===== src/rtl/lane_traffic_ctrl_pkg.sv =====
// Game-wide constants for the lane traffic block: display width, default
// lane periods and start positions, and the lane direction encoding.
package lane_traffic_ctrl_pkg;

    localparam int unsigned NUM_LANES_DEF  = 4;
    localparam int unsigned X_WIDTH_DEF    = 10;
    localparam int unsigned CNT_WIDTH_DEF  = 24;
    localparam int unsigned LEVEL_WIDTH    = 2;
    localparam int unsigned GAME_H_DISPLAY = 640;

    // Flattened per-lane defaults, lane 0 in the LSBs.
    localparam logic [NUM_LANES_DEF*CNT_WIDTH_DEF-1:0] DEF_LANE_PERIOD = {4{24'd250000}};
    localparam logic [NUM_LANES_DEF*X_WIDTH_DEF-1:0]   DEF_INIT_X      =
        {10'd480, 10'd320, 10'd160, 10'd0};

    typedef enum logic {
        DIR_RIGHT = 1'b0,
        DIR_LEFT  = 1'b1
    } dir_e;

endpackage


===== src/rtl/lane_traffic_ctrl_if.sv =====
// Control/position bundle between game-state logic (master) and the lane
// traffic block (slave).
//   i_run      1 = lanes advance
//   i_restart  single-cycle reload of start positions
//   i_level    difficulty level 0..3
//   i_dir      per-lane direction, 0 = +x, 1 = -x
//   o_car_x    flattened car positions, lane 0 in LSBs
//   o_step     per-lane step pulse
//   o_wrap     per-lane wrap pulse
interface lane_traffic_ctrl_if
    import lane_traffic_ctrl_pkg::*;
#(
    parameter int unsigned NUM_LANES = NUM_LANES_DEF,
    parameter int unsigned X_WIDTH   = X_WIDTH_DEF
);
    logic                           i_run;
    logic                           i_restart;
    logic [LEVEL_WIDTH-1:0]         i_level;
    logic [NUM_LANES-1:0]           i_dir;
    logic [NUM_LANES*X_WIDTH-1:0]   o_car_x;
    logic [NUM_LANES-1:0]           o_step;
    logic [NUM_LANES-1:0]           o_wrap;

    modport master (
        output i_run, i_restart, i_level, i_dir,
        input  o_car_x, o_step, o_wrap
    );

    modport slave (
        input  i_run, i_restart, i_level, i_dir,
        output o_car_x, o_step, o_wrap
    );
endinterface


===== src/rtl/lane_traffic_ctrl_lane_mover.sv =====
// One lane: level-scaled step prescaler plus wrapping position register.
//   CLK, RST_N  clock, synchronous active-low reset
//   run         advance enable
//   restart     reload INIT, clear count
//   level       difficulty, divides PERIOD by 2**level
//   dir         0 = +x, 1 = -x, used on step cycles
//   x           registered position
//   step, wrap  registered single-cycle pulses
module lane_mover
    import lane_traffic_ctrl_pkg::*;
#(
    parameter int unsigned          X_WIDTH   = X_WIDTH_DEF,
    parameter int unsigned          H_DISPLAY = GAME_H_DISPLAY,
    parameter int unsigned          CNT_WIDTH = CNT_WIDTH_DEF,
    parameter logic [CNT_WIDTH-1:0] PERIOD    = CNT_WIDTH'(DEF_LANE_PERIOD[CNT_WIDTH_DEF-1:0]),
    parameter logic [X_WIDTH-1:0]   INIT      = '0
) (
    input  logic                   CLK,
    input  logic                   RST_N,
    input  logic                   run,
    input  logic                   restart,
    input  logic [LEVEL_WIDTH-1:0] level,
    input  logic                   dir,
    output logic [X_WIDTH-1:0]     x,
    output logic                   step,
    output logic                   wrap
);

    localparam logic [X_WIDTH-1:0] X_LAST = X_WIDTH'(H_DISPLAY - 1);

    logic [CNT_WIDTH-1:0] cnt_q, cnt_d;
    logic [CNT_WIDTH-1:0] period_sh;
    logic [CNT_WIDTH-1:0] eff_m1;
    logic [X_WIDTH-1:0]   x_q, x_d;
    logic                 step_q, step_d;
    logic                 wrap_q, wrap_d;
    logic                 at_edge;
    logic                 go_left;

    // Terminal count: max(PERIOD >> level, 1) - 1.
    always_comb begin
        period_sh = PERIOD >> level;
        eff_m1    = (period_sh == '0) ? '0 : period_sh - CNT_WIDTH'(1);
    end

    // Next state. '>=' lets a level increase that shrinks the period below
    // the running count step on the very next enabled cycle.
    always_comb begin
        cnt_d   = cnt_q;
        x_d     = x_q;
        step_d  = 1'b0;
        wrap_d  = 1'b0;
        go_left = (dir_e'(dir) == DIR_LEFT);
        at_edge = go_left ? (x_q == '0) : (x_q == X_LAST);
        if (restart) begin
            cnt_d = '0;
            x_d   = INIT;
        end else if (run) begin
            if (cnt_q >= eff_m1) begin
                cnt_d  = '0;
                step_d = 1'b1;
                wrap_d = at_edge;
                if (go_left) x_d = at_edge ? X_LAST : x_q - X_WIDTH'(1);
                else         x_d = at_edge ? '0     : x_q + X_WIDTH'(1);
            end else begin
                cnt_d = cnt_q + CNT_WIDTH'(1);
            end
        end
    end

    // State register.
    always_ff @(posedge CLK) begin
        if (!RST_N) begin
            cnt_q  <= '0;
            x_q    <= INIT;
            step_q <= 1'b0;
            wrap_q <= 1'b0;
        end else begin
            cnt_q  <= cnt_d;
            x_q    <= x_d;
            step_q <= step_d;
            wrap_q <= wrap_d;
        end
    end

    // An out-of-range INIT shows up here right after reset.
    always_ff @(posedge CLK) begin
        if (RST_N) begin
            assert (x_q <= X_LAST)
                else $error("lane_mover: position %0d outside display (check INIT)", x_q);
        end
    end

    assign x    = x_q;
    assign step = step_q;
    assign wrap = wrap_q;

endmodule


===== src/rtl/lane_traffic_ctrl.sv =====
// Car-position generator: NUM_LANES independent lane_mover instances with
// outputs flattened onto the bus (lane 0 in LSBs).
//   CLK, RST_N  clock, synchronous active-low reset
//   bus         slave side of lane_traffic_ctrl_if (run/restart/level/dir in,
//               car_x/step/wrap out)
module lane_traffic_ctrl
    import lane_traffic_ctrl_pkg::*;
#(
    parameter int unsigned                    NUM_LANES   = NUM_LANES_DEF,
    parameter int unsigned                    X_WIDTH     = X_WIDTH_DEF,
    parameter int unsigned                    H_DISPLAY   = GAME_H_DISPLAY,
    parameter int unsigned                    CNT_WIDTH   = CNT_WIDTH_DEF,
    parameter logic [NUM_LANES*CNT_WIDTH-1:0] LANE_PERIOD = DEF_LANE_PERIOD,
    parameter logic [NUM_LANES*X_WIDTH-1:0]   INIT_X      = DEF_INIT_X
) (
    input  logic               CLK,
    input  logic               RST_N,
    lane_traffic_ctrl_if.slave bus
);

    logic [NUM_LANES*X_WIDTH-1:0] car_x;
    logic [NUM_LANES-1:0]         step;
    logic [NUM_LANES-1:0]         wrap;

    for (genvar i = 0; i < NUM_LANES; i++) begin : g_lane
        lane_mover #(
            .X_WIDTH   (X_WIDTH),
            .H_DISPLAY (H_DISPLAY),
            .CNT_WIDTH (CNT_WIDTH),
            .PERIOD    (LANE_PERIOD[i*CNT_WIDTH +: CNT_WIDTH]),
            .INIT      (INIT_X[i*X_WIDTH +: X_WIDTH])
        ) u_lane (
            .CLK     (CLK),
            .RST_N   (RST_N),
            .run     (bus.i_run),
            .restart (bus.i_restart),
            .level   (bus.i_level),
            .dir     (bus.i_dir[i]),
            .x       (car_x[i*X_WIDTH +: X_WIDTH]),
            .step    (step[i]),
            .wrap    (wrap[i])
        );
    end

    assign bus.o_car_x = car_x;
    assign bus.o_step  = step;
    assign bus.o_wrap  = wrap;

endmodule

===== src/flat_wrapper.sv =====
// flat-port wrapper written by rule: the top's interface ports become plain ports
module lane_traffic_ctrl_flat import lane_traffic_ctrl_pkg::*;
#(
    parameter int unsigned                    NUM_LANES   = NUM_LANES_DEF,
    parameter int unsigned                    X_WIDTH     = X_WIDTH_DEF,
    parameter int unsigned                    H_DISPLAY   = GAME_H_DISPLAY,
    parameter int unsigned                    CNT_WIDTH   = CNT_WIDTH_DEF,
    parameter logic [NUM_LANES*CNT_WIDTH-1:0] LANE_PERIOD = DEF_LANE_PERIOD,
    parameter logic [NUM_LANES*X_WIDTH-1:0]   INIT_X      = DEF_INIT_X
)
  (CLK, RST_N, bus_i_run, bus_i_restart, bus_i_level, bus_i_dir, bus_o_car_x, bus_o_step, bus_o_wrap);
  lane_traffic_ctrl_if #(.NUM_LANES(NUM_LANES), .X_WIDTH(X_WIDTH)) bus_i ();
  input  logic CLK;
  input  logic RST_N;
  input wire logic [$bits(bus_i.i_run)-1:0] bus_i_run;
  input wire logic [$bits(bus_i.i_restart)-1:0] bus_i_restart;
  input wire logic [$bits(bus_i.i_level)-1:0] bus_i_level;
  input wire logic [$bits(bus_i.i_dir)-1:0] bus_i_dir;
  output wire logic [$bits(bus_i.o_car_x)-1:0] bus_o_car_x;
  output wire logic [$bits(bus_i.o_step)-1:0] bus_o_step;
  output wire logic [$bits(bus_i.o_wrap)-1:0] bus_o_wrap;
  assign bus_i.i_run = bus_i_run;
  assign bus_i.i_restart = bus_i_restart;
  assign bus_i.i_level = bus_i_level;
  assign bus_i.i_dir = bus_i_dir;
  assign bus_o_car_x = bus_i.o_car_x;
  assign bus_o_step = bus_i.o_step;
  assign bus_o_wrap = bus_i.o_wrap;
  lane_traffic_ctrl #(.NUM_LANES(NUM_LANES), .X_WIDTH(X_WIDTH), .H_DISPLAY(H_DISPLAY), .CNT_WIDTH(CNT_WIDTH), .LANE_PERIOD(LANE_PERIOD), .INIT_X(INIT_X)) u_core (.CLK(CLK), .RST_N(RST_N), .bus(bus_i));
endmodule

===== config.mk =====
export PLATFORM = sky130hd
export DESIGN_NAME = lane_traffic_ctrl_flat
export DESIGN_NICKNAME = d
export VERILOG_FILES = /design/src/rtl/lane_traffic_ctrl_pkg.sv /design/src/rtl/lane_traffic_ctrl_if.sv /design/src/rtl/lane_traffic_ctrl_lane_mover.sv /design/src/rtl/lane_traffic_ctrl.sv /design/src/flat_wrapper.sv
export SDC_FILE = /design/constraint.sdc
export NUM_CORES = 1
export LEC_CHECK = 0
export BUFFER_PORTS_ARGS = -buffer_cell sky130_fd_sc_hd__buf_2
export CORE_MARGIN = 3
export CORE_UTILIZATION = 53
export DETAILED_ROUTE_END_ITERATION = 10
export PLACE_DENSITY = 0.78
export SETUP_SLACK_MARGIN = 0.15
export SYNTH_ARGS = -nofsm -noshare
export SYNTH_HDL_FRONTEND = slang
export SYNTH_SLANG_ARGS = --single-unit

===== constraint.sdc =====
create_clock -name CLK -period 8.2 [get_ports CLK]
set_clock_uncertainty 0.15 [all_clocks]
set_input_delay 0.82 -clock CLK [delete_from_list [all_inputs] [get_ports CLK]]
set_output_delay 0.82 -clock CLK [all_outputs]
set_load 0.005 [all_outputs]

* After elaboration in Yosys (flattened, before gate mapping) *
Index checks and enable logic that the tools add are counted.
W data, S select, Z words.

word-level totals
  bits in registers = 144
  bits of input ports = 10
  output and inout bits = 48
  word-level logic and storage cells = 84

cells by class
  $add $sub $neg = 13
  order comparisons = 4
  equality and inequality tests = 4
  shift operators = 1
  muxes and demuxes = 25
  bitwise operators = 6
  reduce and logical (&&, ||, !) cells = 15

operator list
  cell                     number
  $mux W10                 12
  $mux W24                 5
  $add A24 B1 Y24 const B  4
  $ge A24 B24 Y1           4
  $add A10 B1 Y10 const B  4
  $eq A10 B10 Y1 const B   4
  $logic_not A10 Y1        4
  $sub A10 B1 Y10 const B  4
  $logic_not A24 Y1        1
  $shr A18 B2 Y24 const A  1
  $sub A24 B1 Y24 const B  1
  $reduce_or A4 Y1         4
  $mux W1                  8
  $reduce_and A2 Y1        4
  $not A1 Y1               6
  $reduce_or A3 Y1         1
  $reduce_or A2 Y1         1

* Depth between registers and ports, before layout *
Gate-level depths: netlist of the first run.

  depth in word-level cells = 6
  depth in mapped cells = 15
  depth with buffers taken out = 12

* By module *
From an unflattened synthesis of the first run, not the netlist that was laid out.

unflattened totals
  cells, all modules = 1258
  area, all modules = 10312.4 sq um

by module, submodules not included
  module                                 instances  cells each  area an instance (sq um)
  lane_mover at u_core.g_lane[0].u_lane  1          316         2622.5
  lane_mover at u_core.g_lane[2].u_lane  1          316         2600.0
  lane_mover at u_core.g_lane[1].u_lane  1          310         2549.9
  lane_mover at u_core.g_lane[3].u_lane  1          316         2539.9

* Least setup slack after synthesis of the first run *
No wires, ideal clock.

  path type = input-to-reg
  start = in bus_i_level[0]
  end = reg u_core.g_lane[2].u_lane.cnt_q[0]
  arrival = 3.388 ns
  data required time = 7.922 ns
  slack = 4.534 ns
  stages = 13
  buffers on the path = 2
  cells stage by stage = buf_8 > inv_1 > ha_1 > bufinv_8 > ha_1 > nand4_1 > o21ai_1 > o2111ai_1 > a2111oi_1 > o31ai_2 > nand2_1 > clkbuf_1 > nor2_1

between the ends
  longest elaborated chain between the ends = 5
  elaborated cells on any way between the ends = 6
  classes of those cells = add/sub: 1; order compare: 1; shift: 1; mux: 2; reduce/logical: 1

ends and longest elaborated chain
  item                                                  line                                RTL
  start, declared                                       flat_wrapper.sv:17                  input wire logic [$bits(bus_i.i_level)-1:0] bus_i_level;
  $shr A18 B2 Y24 *                                     lane_traffic_ctrl_lane_mover.sv:42  period_sh = PERIOD >> level;
  $sub A24 B1 Y24 or $logic_not A24 Y1 (tied branches)  lane_traffic_ctrl_lane_mover.sv:43  eff_m1 = (period_sh == '0) ? '0 : period_sh - CNT_WIDTH'(1);
  $mux W24 *                                            lane_traffic_ctrl_lane_mover.sv:43
  $ge A24 B24 Y1 *                                      lane_traffic_ctrl_lane_mover.sv:59  if (cnt_q >= eff_m1) begin
  $mux W24 *                                            lane_traffic_ctrl_lane_mover.sv:59
  end signal, assigned                                  lane_traffic_ctrl_lane_mover.sv:79  cnt_q <= cnt_d;
  end, declared                                         lane_traffic_ctrl_lane_mover.sv:31  logic [CNT_WIDTH-1:0] cnt_q, cnt_d;

Every way passes the cells marked *; elsewhere a longest branch is shown, timed or not.
A chain may end at the register's enable or synchronous reset.

* Final worst setup path of the first run *
  start = in bus_i_level[0]
  end = reg u_core.g_lane[2].u_lane.x_q[4]

between the ends
  longest elaborated chain between the ends = 5
  elaborated cells on any way between the ends = 6
  classes of those cells = add/sub: 1; order compare: 1; shift: 1; mux: 1; reduce/logical: 2

ends and longest elaborated chain
  item                                                  line                                RTL
  $shr A18 B2 Y24 *                                     lane_traffic_ctrl_lane_mover.sv:42
  $sub A24 B1 Y24 or $logic_not A24 Y1 (tied branches)  lane_traffic_ctrl_lane_mover.sv:43
  $mux W24 *                                            lane_traffic_ctrl_lane_mover.sv:43
  $ge A24 B24 Y1 *                                      lane_traffic_ctrl_lane_mover.sv:59
  $reduce_and A2 Y1 (no line) *                         --
  end signal, assigned                                  lane_traffic_ctrl_lane_mover.sv:75  x_q <= INIT;
  end signal, assigned                                  lane_traffic_ctrl_lane_mover.sv:80  x_q <= x_d;
  end, declared                                         lane_traffic_ctrl_lane_mover.sv:34  logic [X_WIDTH-1:0] x_q, x_d;

Marked as above.

==> flow_metrics.py, run 1 <==
metrics = {
    "synth": {
        "netlist_instances": 1132,
        "synthesis.area_sq_um": 9283,
        "yosysSeqAreaShare_pct": 31.06,
        "ys_warn_count": 0,
        "synthAdderAreaFrac_pct": 13.75,
        "synth_edf_count": 0,
        "synthMuxAreaShare_pct": 0.3370,
        "synthFlopType": "dfxtp_1",
        "synthSimpleGateAreaFrac_pct": 25.70,
        "async_flop_share_pct": 0,
        "avgSynthCellArea_sq_um": 8.200,
        "synth_compound_gate_area_share_pct": 15.29,
        "synth_xor_area_share_pct": 9.530,
        "yosys_register_bits": 144,
        "synth_cell_types": 84,
        "synth_top_family_by_area": "simple AND/OR/NAND/NOR gates",
    },
    "cts": {
        "cts_setup_buffers": 0,
        "htreeDepth": 4,
        "cts-root-buf": "clkbuf_16",
        "ctsResizeCount": 0,
        "path_clk_slew_ns": 0.06,
        "cts_tree": "done",
        "numCtsBuffers": 17,
        "cts_sinks": 144,
        "postCtsHoldBufs": 0,
        "clk_path_buf_depth": 2,
        "clkLatencyLatePin_ns": 0.42,
    },
    "sta": {
        "tightestPinTransition_ns": 0.9654,
        "setup_tns_ns": 0,
        "period_needed_ns": 4.482,
        "slew-limit-headroom_pct": 35.64,
        "hold_viol": 0,
        "maxSlewViolCount": 0,
        "fmaxAchievable_ghz": 0.2231,
        "finalHoldWorstSlack_ns": 0.3735,
        "rsz0062_at_grt": "false",
        "period_share_pct": 54.66,
        "setup_viol": 0,
    },
    "drt": {
        "drc": 0,
        "routedWlPerCell_microns": 14.73,
        "drt_iter0_drc": 504,
        "via_per_inst": 5.748,
        "ant_nets": 0,
        "dr.pass1.iters": 5,
        "wirelength_microns": 20900,
        "via_count": 8156,
    },
    "worst_setup_path": {
        "required_ns": 8.37,
        "path_max_fanout": 28,
        "critPathKind": "input pin to flip-flop",
        "crit_path_start_kind": "input pin",
        "arrival_ns": 4.65,
        "critPathCaptureType": "flip-flop",
    },
    "placed_design": {
        "placed_area_sq_um": 9694,
        "place.gp.congestion": 0.8649,
        "io_buffers": 57,
        "place_hpwl_microns": 14810,
        "placed_cells_incl_taps": 1387,
    },
    "final_layout": {
        "multi_input_area_sq_um": 6080,
        "design_area_sq_um": 10240,
        "layout_commonest_cell": "nor2_1",
        "drive_gt1_share_pct": 9.258,
        "final_cell_mix": "nor2_1, dfxtp_1, ha_1, nand2_1, xor2_1",
        "fin_cells": 1419,
        "syn_to_final_growth_pct": 10.37,
        "fillerInstances": 1446,
        "n_antenna_cell": 0,
        "nets": 1294,
        "seq_area_sq_um": 2883,
    },
    "floorplanning": {
        "start_util_pct": 55.00,
        "core_region_area_sq_um": 16880,
        "die_y_microns": 138.3,
        "dieArea_sq_um": 19140,
        "rows": 47,
        "io_pins": 58,
        "die_x_microns": 138.3,
    },
    "global_routing": {
        "first_global_vias": 7639,
        "antenna_found_initial": 0,
        "track_usage_pct": 21.83,
        "grt_max_degree": 35,
        "grt_pass1_wl_microns": 35890,
        "overflow": 0,
    },
    "outcome": {
        "status": "completed",
    },
    "run": {
        "cap_violations": 0,
    },
    "power": {
        "p_leak_uw": 0.004272,
        "ir_worst_vdd_mv": 0.1397,
        "total_power_uw": 1515,
        "power.density_nw_per_um2": 147.8,
    },
    "hold_path": {
        "hp-class": "flip-flop to flip-flop",
    },
}
synthesized netlist by cell type, drive strengths merged (24+ instances only):
library cell | n | area, sq um
o21ai | 50 | 254.0
nor2 | 161 | 620.6
clkbuf | 24 | 91.33
dfxtp | 144 | 2883
nand4 | 27 | 168.9
ha | 98 | 1226
xor2 | 59 | 516.8
inv | 39 | 146.4
a21oi | 56 | 284.0
nand3 | 52 | 260.3
nand2 | 96 | 362.8
and3 | 35 | 219.0
nor3 | 25 | 125.1
xnor2 | 42 | 367.9
through the flow:
| step | setup WS (ns) | util [%] |
|---|---|---|
| 4_1_cts | 3.718 | 60.70 |
| 3_5_place_dp | 3.277 | 57.44 |
| 3_3_place_gp | 3.453 | 57.44 |
| 2_1_floorplan | 4.534 | - |
| 5_1_grt | 3.402 | 60.70 |
| 6_report | 3.718 | 60.70 |
cell families after synthesis:
| logic type | count (synthesis) |
|---|---|
| AND/OR/NAND/NOR | 483 |
| multiplexers | 3 |
| XOR/XNOR | 101 |
| AO/OA/AOI/OAI | 213 |
| other | 1 |
| adder cells (fa/ha/maj) | 103 |
| buffers and inverters | 84 |
| flip-flops | 144 |
registers in the layout (all words and copies together) (netlist names):
| register | count |
|---|---|
| u_core.g_lane.u_lane.cnt_q | 96 |
| u_core.g_lane.u_lane.step | 4 |
| u_core.g_lane.u_lane.x | 40 |
| u_core.g_lane.u_lane.wrap | 4 |
critical path: stages:
cell	delay (ns)
buf_2	0.24
inv_1	0.22
ha_1	0.26
bufinv_8	0.27
ha_1	0.22
o211ai_1	0.13
o21ai_0	0.19
o2111ai_1	0.13
a2111oi_1	0.80
o31ai_2	0.18
nand2_1	0.75
o21ai_0	0.20
a22o_1	0.22
per-layer routing:
metal / GRT usage (%) / part of all wire [%] / vias up
li1: - / - / 4127
met1: 28.27 / 47 / 3821
met2: 36.43 / 47 / 174
met3: 4.972 / 4.1 / 34
met4: 6.604 / 1.6 / 0
met5: 0 / 0 / -
power breakdown:
group	internal, uW	switching [uW]
combinational	25.5	53.8
clock	430	302
sequential	701	2.14
total	1160	358
area by class of cell:
type                            instances  share of cell area (%)
Timing Repair Buffer                   58                   2.858
Multi-Input combinational cell        925                   59.34
Clock buffer                           21                   4.494
Tap cell                              220                   2.687
Clock inverter                         11                  0.8793
Sequential cell                       144                   28.14
Inverter                               40                   1.600
worst paths after layout:
path	startpoint	to	slack, ns	depth (start not counted)
worst min-delay path	u_core.g_lane[0].u_lane.x[4]	u_core.g_lane[0].u_lane.x[4]	0.37	2
worst min register to register	u_core.g_lane[0].u_lane.x[4]	u_core.g_lane[0].u_lane.x[4]	0.37	2
worst max register to register	u_core.g_lane[0].u_lane.cnt_q[1]	u_core.g_lane[0].u_lane.cnt_q[9]	4.61	9
worst max-delay path	bus_i_level[0]	u_core.g_lane[2].u_lane.x[4]	3.72	13
No activity file was read; power rests on OpenSTA's default activity.
==> run 2: changes to the inputs <==
PLACE_DENSITY = 0.81   (was 0.78)
clock period = 4 ns   (was 8.2 ns; I/O delays follow)
==> run 2 against run 1 <==
Effect of this change:
- utilization up 1.1 points
- via count up 2.1%
- die area unchanged
- clock power up 140%
- final area up 1.8%
- first-iteration DRC count up 25%
- setup slack worse by 3.1 ns
- largest power group unchanged
- power up 120%
==> flow_metrics.py, run 2 (synthesized netlist as in run 1, its figures left out) <==
metrics = {
    "outcome": {
        "status": "completed",
    },
    "worst_setup_path": {
        "critPathCaptureType": "flip-flop",
        "crit_chain": "buf_2, inv_1, ha_1, inv_1, buf_4, ha_1, a21oi_2, maj3_1, or3_1, a211oi_2, o21ai_2, buf_4, or4b_1, a21oi_1",
        "path_max_fanout": 22,
        "critPathKind": "input pin to flip-flop",
        "timing.critical_path.to": "u_core.g_lane[0].u_lane.x[7]",
        "path_delay_family": "buffers and inverters",
        "crit_path_start_kind": "input pin",
        "arrival_ns": 3.61,
        "rr_worst_depth": 10,
        "required_ns": 4.20,
        "slowest_delay_ns": 0.52,
        "worst-path-buf-inv": 5,
        "timing.rr.end": "u_core.g_lane[0].u_lane.x[7]",
        "path_depth": 14,
        "worstSetupStartpoint": "bus_i_level[0]",
        "reg2reg_slack_ns": 0.95,
        "rr_startpoint": "u_core.g_lane[0].u_lane.cnt_q[9]",
        "cpMaxStageDelayCell": "or4b_1",
    },
    "power": {
        "ir_worst_vdd_mv": 0.3046,
        "power.density_nw_per_um2": 323.7,
        "p_switching_uw": 739.1,
        "p_seq_share_pct": 42.7,
        "p_leak_uw": 0.004358,
        "switching_share_pct": 21.90,
        "internal_power_uw": 2636,
        "p_comb_share_pct": 5.1,
        "pwr-share-clk_pct": 52.2,
    },
    "sta": {
        "hold_viol": 0,
        "finalHoldWorstSlack_ns": 0.2476,
        "setup_slack_ns": 0.5919,
        "maxSlewViolCount": 0,
        "period_share_pct": 85.20,
        "rsz0062_at_grt": "false",
        "setup_viol": 0,
        "period_needed_ns": 3.408,
        "fmaxAchievable_ghz": 0.2934,
        "setup_tns_ns": 0,
        "slew-limit-headroom_pct": 52.37,
        "tightestPinTransition_ns": 0.7097,
    },
    "final_layout": {
        "seq_area_sq_um": 2883,
        "layout_commonest_cell": "nor2_1",
        "design_area_sq_um": 10430,
        "nets": 1305,
        "fillerInstances": 1438,
        "n_antenna_cell": 0,
        "fin_cells": 1430,
        "top_register": "u_core.g_lane.u_lane.cnt_q",
        "syn_to_final_growth_pct": 12.31,
        "largest_reg_flops": 96,
        "final_cell_mix": "nor2_1, dfxtp_1, ha_1, nand2_1, xor2_1",
        "multi_input_area_sq_um": 6080,
        "drive_gt1_share_pct": 9.917,
    },
    "global_routing": {
        "track_usage_pct": 21.86,
        "grt.busiest_layer": "met2",
        "overflow": 0,
        "first_global_vias": 7675,
        "antenna_found_initial": 0,
        "met1_usage_pct": 28.93,
        "use_met2_pct": 35.89,
        "grt_pass1_wl_microns": 36030,
        "grt.met3_usage_pct": 4.213,
        "grt_max_degree": 25,
    },
    "drt": {
        "ant_nets": 0,
        "via_count": 8330,
        "drc": 0,
        "dr.pass1.iters": 5,
        "routedWlPerCell_microns": 14.88,
        "drt_iter0_drc": 631,
        "wirelength_microns": 21280,
        "via_per_inst": 5.825,
    },
    "floorplanning": {
        "dieArea_sq_um": 19140,
        "core_region_area_sq_um": 16880,
        "rows": 47,
        "die_y_microns": 138.3,
        "die_x_microns": 138.3,
        "io_pins": 58,
        "start_util_pct": 55.00,
    },
    "cts": {
        "numCtsBuffers": 17,
        "postCtsHoldBufs": 0,
        "cts_tree": "done",
        "clkLatencyLatePin_ns": 0.43,
        "cts-root-buf": "clkbuf_16",
        "cts_setup_buffers": 0,
        "path_clk_slew_ns": 0.06,
        "ctsResizeCount": 0,
        "htreeDepth": 4,
        "clk_path_buf_depth": 2,
        "cts_sinks": 144,
    },
    "hold_path": {
        "hp-class": "input pin to flip-flop",
    },
    "run": {
        "cap_violations": 0,
    },
    "placed_design": {
        "placed_area_sq_um": 9777,
        "place.gp.congestion": 0.8915,
        "io_buffers": 57,
        "placed_cells_incl_taps": 1398,
        "place_hpwl_microns": 15050,
        "place_ws_ns": 0.1985,
    },
}
[run 2: changes by cell type in the layout (fill, tap and decap cells not counted), sizes merged]
cell | before | now
buf | 58 | 69
bufinv | 2 | 6
clkbuf | 21 | 23
clkinv | 9 | 3
[run 2: per-stage QoR]
step,utilization (%),total power (uW)
after global placement,57.93,1635
final,61.77,3375
after CTS,61.77,3382
after detailed placement,57.93,1640
after floorplan,-,1592
after global routing,61.77,3462
[run 2: routing by layer]
layer / wire length, microns / vias to the layer above
met5: 0 / -
met4: 465 / 0
met3: 961 / 45
met2: 9934 / 236
met1: 9914 / 3906
li1: - / 4143
[run 2: layout make-up]
| class | count | area share, % |
|---|---|---|
| Sequential cell | 144 | 27.65 |
| Clock inverter | 9 | 1.728 |
| Multi-Input combinational cell | 925 | 58.32 |
| Tap cell | 220 | 2.640 |
| Inverter | 40 | 1.572 |
| Timing Repair Buffer | 69 | 3.601 |
| Clock buffer | 23 | 4.489 |
[run 2: worst min path at each step]
stage                                          start                                to  slack, ns  cells after the start
global placement        u_core.g_lane[0].u_lane.x[4]      u_core.g_lane[0].u_lane.x[4]       0.35                      2
CTS                                    bus_i_restart      u_core.g_lane[0].u_lane.x[3]       0.24                      3
floorplan           u_core.g_lane[0].u_lane.cnt_q[1]  u_core.g_lane[0].u_lane.cnt_q[1]       0.32                      2
detailed placement      u_core.g_lane[0].u_lane.x[4]      u_core.g_lane[0].u_lane.x[4]       0.36                      2
finish                                 bus_i_restart      u_core.g_lane[0].u_lane.x[3]       0.25                      3
global route                           bus_i_restart      u_core.g_lane[0].u_lane.x[3]       0.26                      3
[run 2: power by group through the flow]
stage	Combinational, uW	Sequential [uW]	Clock (uW)
floorplan	121	1470	0
detailed placement	167	1470	0
global route	194	1440	1830
global placement	162	1470	0
finish	172	1440	1760
CTS	170	1440	1770
[run 2: worst min-delay path, stage by stage]
cell and delay [ns]:
buf_2 0.08, nor2b_1 0.14, o221a_1 0.16
==> run 3: changes to the inputs <==
--- a/config.mk
+++ b/config.mk
@@ -9,5 +9,5 @@
 export CORE_MARGIN = 3
-export CORE_UTILIZATION = 53
+export CORE_UTILIZATION = 35
 export DETAILED_ROUTE_END_ITERATION = 10
-export PLACE_DENSITY = 0.81
+export PLACE_DENSITY = 0.6
 export SETUP_SLACK_MARGIN = 0.15
--- a/constraint.sdc
+++ b/constraint.sdc
@@ -4,2 +4,2 @@
 set_output_delay 0.4 -clock CLK [all_outputs]
-set_load 0.005 [all_outputs]
+set_load 0.01 [all_outputs]
==> run 3 against run 2 <==
Effect of this change:
- die area increased by 49%
- count of clock-buffer cells in the layout down 2
- final area grew 1.1%
- register-to-register slack worse by 0.03 ns
- worst hold slack gained 0.014 ns
- sequential share of layout area decreased by 0.31 points
- critical endpoint is now u_core.g_lane[2].u_lane.cnt_q[15]
- largest cell class unchanged
==> flow_metrics.py, run 3 (synthesized netlist as in run 1, its figures left out) <==
metrics = {
    "drt": {
        "routedWlPerCell_microns": 14.06,
        "via_count": 8030,
        "dr.pass1.iters": 5,
        "wirelength_microns": 21660,
        "via_per_inst": 5.211,
        "ant_nets": 0,
        "drc": 0,
        "drt_iter0_drc": 567,
    },
    "worst_setup_path": {
        "required_ns": 4.20,
        "arrival_ns": 3.57,
        "critPathCaptureType": "flip-flop",
        "critPathKind": "input pin to flip-flop",
        "path_max_fanout": 23,
        "crit_path_start_kind": "input pin",
    },
    "cts": {
        "clk_path_buf_depth": 2,
        "cts_sinks": 144,
        "ctsResizeCount": 0,
        "numCtsBuffers": 17,
        "cts-root-buf": "clkbuf_16",
        "cts_setup_buffers": 0,
        "postCtsHoldBufs": 0,
        "cts_tree": "done",
        "clkLatencyLatePin_ns": 0.43,
        "path_clk_slew_ns": 0.06,
        "htreeDepth": 4,
    },
    "placed_design": {
        "place.gp.congestion": 0.8549,
        "placed_area_sq_um": 9935,
        "place_hpwl_microns": 15890,
        "placed_cells_incl_taps": 1509,
        "io_buffers": 57,
    },
    "power": {
        "total_power_uw": 3264,
        "pwr-share-clk_pct": 50.6,
        "power.density_nw_per_um2": 309.6,
        "ir_worst_vdd_mv": 0.2378,
        "switching_share_pct": 23.40,
        "p_seq_share_pct": 44.1,
        "p_leak_uw": 0.004340,
        "p_comb_share_pct": 5.3,
        "internal_power_uw": 2500,
        "p_switching_uw": 763.6,
    },
    "final_layout": {
        "syn_to_final_growth_pct": 13.56,
        "final_cell_mix": "nor2_1, dfxtp_1, ha_1, nand2_1, xor2_1",
        "nets": 1306,
        "top_register": "u_core.g_lane.u_lane.cnt_q",
        "largest_reg_flops": 96,
        "fin_cells": 1541,
        "n_antenna_cell": 0,
        "design_area_sq_um": 10540,
        "layout_commonest_cell": "nor2_1",
        "fillerInstances": 2611,
        "drive_gt1_share_pct": 10.07,
    },
    "floorplanning": {
        "rows": 58,
        "dieArea_sq_um": 28510,
        "io_pins": 58,
        "die_y_microns": 168.9,
        "start_util_pct": 36.24,
        "die_x_microns": 168.9,
        "core_region_area_sq_um": 25620,
    },
    "run": {
        "cap_violations": 0,
    },
    "outcome": {
        "status": "completed",
    },
    "sta": {
        "setup_viol": 0,
        "maxSlewViolCount": 0,
        "finalHoldWorstSlack_ns": 0.2617,
        "rsz0062_at_grt": "false",
        "setup_tns_ns": 0,
        "fmaxAchievable_ghz": 0.2967,
        "period_share_pct": 84.25,
        "tightestPinTransition_ns": 0.8064,
        "slew-limit-headroom_pct": 45.88,
        "hold_viol": 0,
        "period_needed_ns": 3.370,
    },
    "hold_path": {
        "hp-class": "input pin to flip-flop",
    },
    "global_routing": {
        "overflow": 0,
        "grt_pass1_wl_microns": 37030,
        "antenna_found_initial": 0,
        "first_global_vias": 7551,
        "grt_max_degree": 26,
        "track_usage_pct": 15.42,
    },
}
==> run 3: power groups by stage <==
| stage | combinational (uW) | clock (uW) | sequential (uW) |
|---|---|---|---|
| finish | 172 | 1650 | 1440 |
| floorplan | 121 | 0 | 1470 |
| global route | 197 | 1750 | 1440 |
| detailed placement | 172 | 0 | 1470 |
| CTS | 173 | 1700 | 1440 |
| global placement | 170 | 0 | 1470 |
==> run 3: area by class of cell <==
| class | instances | area [sq um] | share of cell area, % |
|---|---|---|---|
| Tap cell | 330 | 412.9 | 3.917 |
| Inverter | 40 | 163.9 | 1.555 |
| Clock buffer | 21 | 450.4 | 4.273 |
| Sequential cell | 144 | 2883 | 27.35 |
| Timing Repair Buffer | 70 | 395.4 | 3.751 |
| Clock inverter | 11 | 156.4 | 1.484 |
| Multi-Input combinational cell | 925 | 6080 | 57.67 |
==> run 3: per-layer routing <==
layer / share of wire [%] / up-vias / track usage [%]
li1: - / 4164 / -
met1: 51 / 3739 / 21.77
met2: 45 / 116 / 24.42
met3: 3.3 / 11 / 3.223
met4: 0.58 / 0 / 3.202
met5: 0 / - / 0
==> run 3: path summary, 6_finish.rpt <==
path                               startpoint                                end  slack, ns  depth (start not counted)
max                            bus_i_level[0]  u_core.g_lane[2].u_lane.cnt_q[15]       0.63                         14
min                              bus_i_dir[1]       u_core.g_lane[1].u_lane.x[1]       0.26                          3
max reg2reg  u_core.g_lane[2].u_lane.cnt_q[5]  u_core.g_lane[2].u_lane.cnt_q[15]       0.92                         10
min reg2reg  u_core.g_lane[0].u_lane.cnt_q[1]   u_core.g_lane[0].u_lane.cnt_q[1]       0.36                          2
==> run 3: critical path: stages <==
cell       delay, ns
buf_2           0.15
inv_1           0.15
ha_1            0.24
inv_1           0.18
ha_1            0.29
a2111oi_0       0.44
o21ai_1         0.17
o2111ai_1       0.22
a2111oi_1       0.11
buf_4           0.16
o31ai_2         0.34
nand2_1         0.29
buf_12          0.27
nor3_1          0.16
==> run 3: through the flow <==
step | setup WS (ns) | utilization [%]
final | 0.6299 | 41.15
after global routing | 0.3662 | 41.15
after CTS | 0.6067 | 41.15
after detailed placement | 0.1658 | 38.78
after global placement | 0.2568 | 38.78
after floorplan | 0.7541 | -
